===== src/rtl/sc_output_collector.sv =====
// Packs converted results into output rows and writes them out over a valid/ready port.
// Two row buffers alternate so collection can continue while a write is stalled.
module sc_output_collector #(
    parameter int BATCH_SIZE       = 4,
    parameter int OUTPUT_FEATURES  = 4,
    parameter int BINARY_PRECISION = 8,
    parameter int ADDR_WIDTH       = 32,
    parameter logic [ADDR_WIDTH-1:0] BASE_ADDR = 'h4000_0000,
    parameter int ROW_STRIDE       = 4
) (
    input  logic                                      clk,
    input  logic                                      rst,
    input  logic                                      start,
    input  logic [BINARY_PRECISION-1:0]               in_data,
    input  logic                                      in_valid,
    output logic [BINARY_PRECISION*OUTPUT_FEATURES-1:0] wr_data,
    output logic [ADDR_WIDTH-1:0]                     wr_addr,
    output logic                                      wr_valid,
    input  logic                                      wr_ready,
    output logic                                      busy,
    output logic                                      done,
    output logic                                      overflow
);

    localparam int ROW_W = BINARY_PRECISION * OUTPUT_FEATURES;
    localparam int CNT_W = $clog2(BATCH_SIZE + 1);
    localparam int COL_W = (OUTPUT_FEATURES > 1) ? $clog2(OUTPUT_FEATURES) : 1;
    localparam logic [COL_W-1:0] LAST_COL = COL_W'(OUTPUT_FEATURES - 1);
    localparam logic [CNT_W-1:0] LAST_ROW = CNT_W'(BATCH_SIZE - 1);

    typedef enum logic [1:0] {
        IDLE    = 2'd0,
        COLLECT = 2'd1,
        DRAIN   = 2'd2
    } state_t;

    state_t state, state_next;

    logic [ROW_W-1:0] row_buf [2];
    logic             fill_ptr;
    logic             drain_ptr;
    logic [COL_W-1:0] col;
    logic [CNT_W-1:0] rows_filled;
    logic [CNT_W-1:0] rows_written;
    logic [1:0]       full_count;
    logic [1:0]       full_count_next;

    logic transfer;
    logic accept;
    logic row_done;
    logic last_filled;
    logic last_sent;
    logic drop;

    always_ff @(posedge clk) begin
        if (!rst) begin
            state <= IDLE;
        end else begin
            state <= state_next;
        end
    end

    // start outranks every other event; an element arriving alongside it is discarded
    always_comb begin
        state_next      = state;
        transfer        = wr_valid && wr_ready;
        accept          = (state == COLLECT) && in_valid && !start &&
                          ((full_count < 2'd2) || transfer);
        row_done        = accept && (col == LAST_COL);
        last_filled     = row_done && (rows_filled == LAST_ROW);
        last_sent       = transfer && (state == DRAIN) && (rows_written == LAST_ROW);
        drop            = in_valid && !start &&
                          (((state == COLLECT) && !accept) || (state == DRAIN));
        full_count_next = full_count + {1'b0, row_done} - {1'b0, transfer};
        busy            = (state != IDLE);

        case (state)
            COLLECT: if (last_filled) state_next = DRAIN;
            DRAIN:   if (last_sent)   state_next = IDLE;
            default: state_next = state;
        endcase

        if (start) begin
            state_next = COLLECT;
        end
    end

    always_ff @(posedge clk) begin
        if (!rst || start) begin
            row_buf[0]   <= '0;
            row_buf[1]   <= '0;
            fill_ptr     <= 1'b0;
            drain_ptr    <= 1'b0;
            col          <= '0;
            rows_filled  <= '0;
            rows_written <= '0;
            full_count   <= 2'd0;
            wr_valid     <= 1'b0;
            wr_addr      <= BASE_ADDR;
            done         <= 1'b0;
            overflow     <= 1'b0;
        end else begin
            // with both buffers full, an accepted element lands in the buffer being drained this edge
            if (accept) begin
                row_buf[fill_ptr][int'(col)*BINARY_PRECISION +: BINARY_PRECISION] <= in_data;
            end

            if (row_done) begin
                fill_ptr    <= ~fill_ptr;
                col         <= '0;
                rows_filled <= rows_filled + 1'b1;
            end else if (accept) begin
                col <= col + 1'b1;
            end

            if (transfer) begin
                drain_ptr    <= ~drain_ptr;
                rows_written <= rows_written + 1'b1;
                wr_addr      <= wr_addr + ADDR_WIDTH'(ROW_STRIDE);
            end

            full_count <= full_count_next;
            wr_valid   <= (full_count_next != 2'd0);

            if (last_sent) begin
                done <= 1'b1;
            end
            if (drop) begin
                overflow <= 1'b1;
            end
        end
    end

    assign wr_data = row_buf[drain_ptr];

endmodule

===== config.mk =====
export PLATFORM = sky130hd
export DESIGN_NAME = sc_output_collector
export DESIGN_NICKNAME = d
export VERILOG_FILES = /design/src/rtl/sc_output_collector.sv
export SDC_FILE = /design/constraint.sdc
export NUM_CORES = 1
export LEC_CHECK = 0
export ABC_AREA = 1
export CAP_MARGIN = 30
export CORE_MARGIN = 1
export CORE_UTILIZATION = 59
export CTS_CLUSTER_DIAMETER = 120
export DETAILED_ROUTE_END_ITERATION = 12
export PLACE_DENSITY = 0.91
export SLEW_MARGIN = 30
export SYNTH_ARGS = -nofsm -noshare
export SYNTH_HDL_FRONTEND = slang
export SYNTH_SLANG_ARGS = --single-unit

===== constraint.sdc =====
create_clock -name clk -period 2.92 [get_ports clk]
set_input_delay 0.292 -clock clk [delete_from_list [all_inputs] [get_ports clk]]
set_output_delay 0.292 -clock clk [all_outputs]
set_load 0.05 [all_outputs]

==> results.py <==
metrics = {
    "pwr": {
        "ir_worst_vdd_uv": 284.8,
        "power_leakage_nw": 2.452,
        "power_density_nw_per_um2": 424.7,
    },
    "routing": {
        "vias": 4363,
        "drt-total-wl_um": 12010,
        "viasPerCell": 5.537,
        "drc": 3,
        "wl_per_cell_um": 15.24,
        "ant_nets": 0,
        "drt-initial-drc-count": 249,
        "firstDrtPassIters": 11,
    },
    "clock_network": {
        "htreeDepth": 3,
        "cts.reportedPaths.clkPinSlew_ns": 0.10,
        "cts_tree": "done",
        "cts_root_buf": "clkbuf_8",
        "post-cts-setup-buffers": 0,
        "cts_resized": 0,
        "cts_made_buffers": 9,
        "clk_latency_ns": 0.37,
        "clock-sinks": 112,
        "clk_path_buf_depth": 2,
        "cts_hold_buf": 0,
    },
    "setup_path": {
        "setup.worst_path.end_class": "output port",
        "cp_max_fo": 32,
        "crit_chain": "buf_4 > mux2_1 > clkdlybuf4s50_1",
        "critPathTopFamily": "buffers and inverters",
        "reg2reg_depth": 5,
        "critical_path.max_stage_delay_ns": 0.72,
        "worstPathRequired_ns": 2.63,
        "r2r-end": "row_buf[0][1]$_SDFFCE_PN0P_",
        "cp_slowest_cell": "clkdlybuf4s50_1",
        "worstPathArrival_ns": 2.18,
        "path_buf_inv": 2,
        "r2r-start": "col[0]$_SDFFE_PP0P_",
        "r2r_slack_ns": 0.70,
        "critPathKind": "reg2out",
        "cp-start-kind": "flip-flop",
    },
    "sta": {
        "fmax_ghz": 0.4053,
        "finalClockSkew_ns": 0.01929,
        "final.setup.tns_ns": 0,
        "grt_setup_unrepaired": "no",
        "worstMarginPinSlew_ns": 0.7892,
        "relSlewSlack_pct": 47.24,
        "finalHoldViolCount": 0,
        "hold_ws_ns": 0.4639,
        "slew_violations": 0,
        "fin_crit_ns": 2.468,
        "final.period_utilization_pct": 84.50,
        "setup_viol_count_final": 0,
    },
    "final_layout": {
        "register_area_sq_um": 2883,
        "multi_input_area_sq_um": 2228,
        "finish.utilization_pct": 73.37,
        "antennaDiodeCount": 0,
        "area_growth_pct": 19.07,
        "layoutNonFillerInstCount": 788,
        "final_cell_area_sq_um": 6492,
        "finalNetCount": 700,
        "drive_gt1_share_pct": 12.50,
        "filler_cell_count": 591,
    },
    "die": {
        "rows": 34,
        "core_sq_um": 8848,
        "die_area_sq_um": 9630,
        "initial_utilization_pct": 61.62,
        "die_w_um": 98.14,
        "dieHeight_um": 98.14,
        "io_pins": 81,
    },
    "global_route": {
        "grt_max_degree": 38,
        "track_usage_pct": 26.19,
        "grt_overflow_total": 0,
        "grt_pass1_vias": 4305,
        "grt_antenna_before_repair": 0,
        "grt_first_pass_wirelength_um": 19950,
    },
    "run_status": {
        "outcome": "finished with violations",
        "violations": "design-rule violations",
    },
    "synthesis": {
        "synth_cell_types": 35,
        "synth_ff_type": "edfxtp_1",
        "synth_area_leaders": "edfxtp_1, dfxtp_1, nor2_1, nand2_1, mux2_2",
        "synth_cells": 595,
        "synthTopCellsByCount": "nor2_1, nand2_1, inv_1, edfxtp_1, dfxtp_1",
        "synthArstFlopShare_pct": 0,
        "synth_top_area_share_pct": 35.25,
        "synth.ff_latch_count": 112,
        "yosys.area.top_type": "edfxtp_1",
        "synth-seq-area-share_pct": 52.87,
        "syn_area_per_cell_sq_um": 9.164,
        "synth_area_sq_um": 5453,
        "synth_edf_count": 64,
        "synth-warning-count": 0,
        "synth.most_common_cell": "nor2_1",
    },
    "min_path": {
        "hold_path_class": "in2reg",
        "holdPathEnd": "state[0]$_SDFFE_PN0P_",
        "whs_path_depth": 3,
        "hp-start": "rst",
    },
    "run": {
        "max-cap-violations": 0,
    },
    "place": {
        "placed_area_sq_um": 6330,
        "gp_congestion": 0.8814,
        "dp_cells": 772,
        "hpwlAfterDp_um": 8628,
        "port_buffers": 78,
    },
}
## through the flow
step	total power, mW	worst slack [ns]
after floorplan	1.897	0.7467
after global placement	1.969	0.7265
after detailed placement	1.976	0.6001
after CTS	2.761	0.4307
after global routing	2.828	0.3800
final	2.757	0.4525
## layout by cell type, fill, tap and decap left out, types with 5 or more instances in the layout
cell type,instances
edfxtp_1,64
clkdlybuf4s50_1,76
nand2_1,110
o21ai_0,11
nand4_1,11
ha_1,12
clkbuf_8,9
nand3_2,7
inv_1,70
mux2_2,30
xnor2_1,5
nor3_2,9
buf_4,6
nor2_2,5
nor3_1,8
a21oi_1,20
nand3_1,31
nor2_1,111
dfxtp_1,48
## cell families (layout without fill, tap and decap cells)
kind of cell	after synthesis	in the layout	share of synthesized area (%)
buf+inv	88	172	6.379
xor+xnor	8	8	1.285
compound gates	36	36	3.442
simple gates	306	306	26.59
flops	112	112	52.87
fa+ha+maj	12	12	2.753
mux	32	32	6.608
other cells	1	2	0.06877
## sequential cells by signal, indices dropped and copies added, names as in the netlist, named ones only
signal	cells
row_buf	64
wr_addr	30
rows_filled	3
rows_written	3
col	2
full_count	2
state	2
done	1
drain_ptr	1
fill_ptr	1
overflow	1
wr_valid	1
## worst register-to-register path, stage by stage (launching register included)
cell	delay, ns
dfxtp_1	0.45
inv_1	0.17
ha_1	0.39
inv_1	0.09
nand3_1	0.53
nor3_1	0.41
## how the worst max path moves through the flow
stage	start	to	slack [ns]	depth (start not counted)
2_1_floorplan	wr_valid$_SDFF_PP0_	row_buf[0][24]$_SDFFCE_PN0P_	0.75	4
3_3_place_gp	start	row_buf[1][29]$_SDFFCE_PN0P_	0.73	8
3_5_place_dp	start	row_buf[1][29]$_SDFFCE_PN0P_	0.60	8
4_1_cts	flip-flop	wr_data[25]	0.43	3
5_1_grt	flip-flop	wr_data[25]	0.38	3
6_report	flip-flop	wr_data[25]	0.45	3
## layout make-up
cell class,count,share of cell area (%)
Tap cell,108,2.081
Clock buffer,10,1.966
Multi-Input combinational cell,396,34.32
Timing Repair Buffer,82,12.41
Clock inverter,6,0.5396
Sequential cell,112,44.40
Inverter,74,4.278
## routing by layer
metal | wire (um) | global-route usage [%] | up-vias | part of all wire [%]
met5 | 0 | 0 | - | 0
met4 | 298 | 12.28 | 0 | 2.5
met3 | 903 | 4.295 | 29 | 7.5
met2 | 5859 | 44.26 | 200 | 49
met1 | 4946 | 33.08 | 2033 | 41
li1 | - | - | 2101 | -
## power breakdown
group	internal, mW	total [mW]	switching, mW
clock	0.306	0.817	0.511
combinational	0.0738	0.230	0.156
sequential	1.70	1.71	0.0117
No activity file was read; power rests on OpenSTA's default activity.
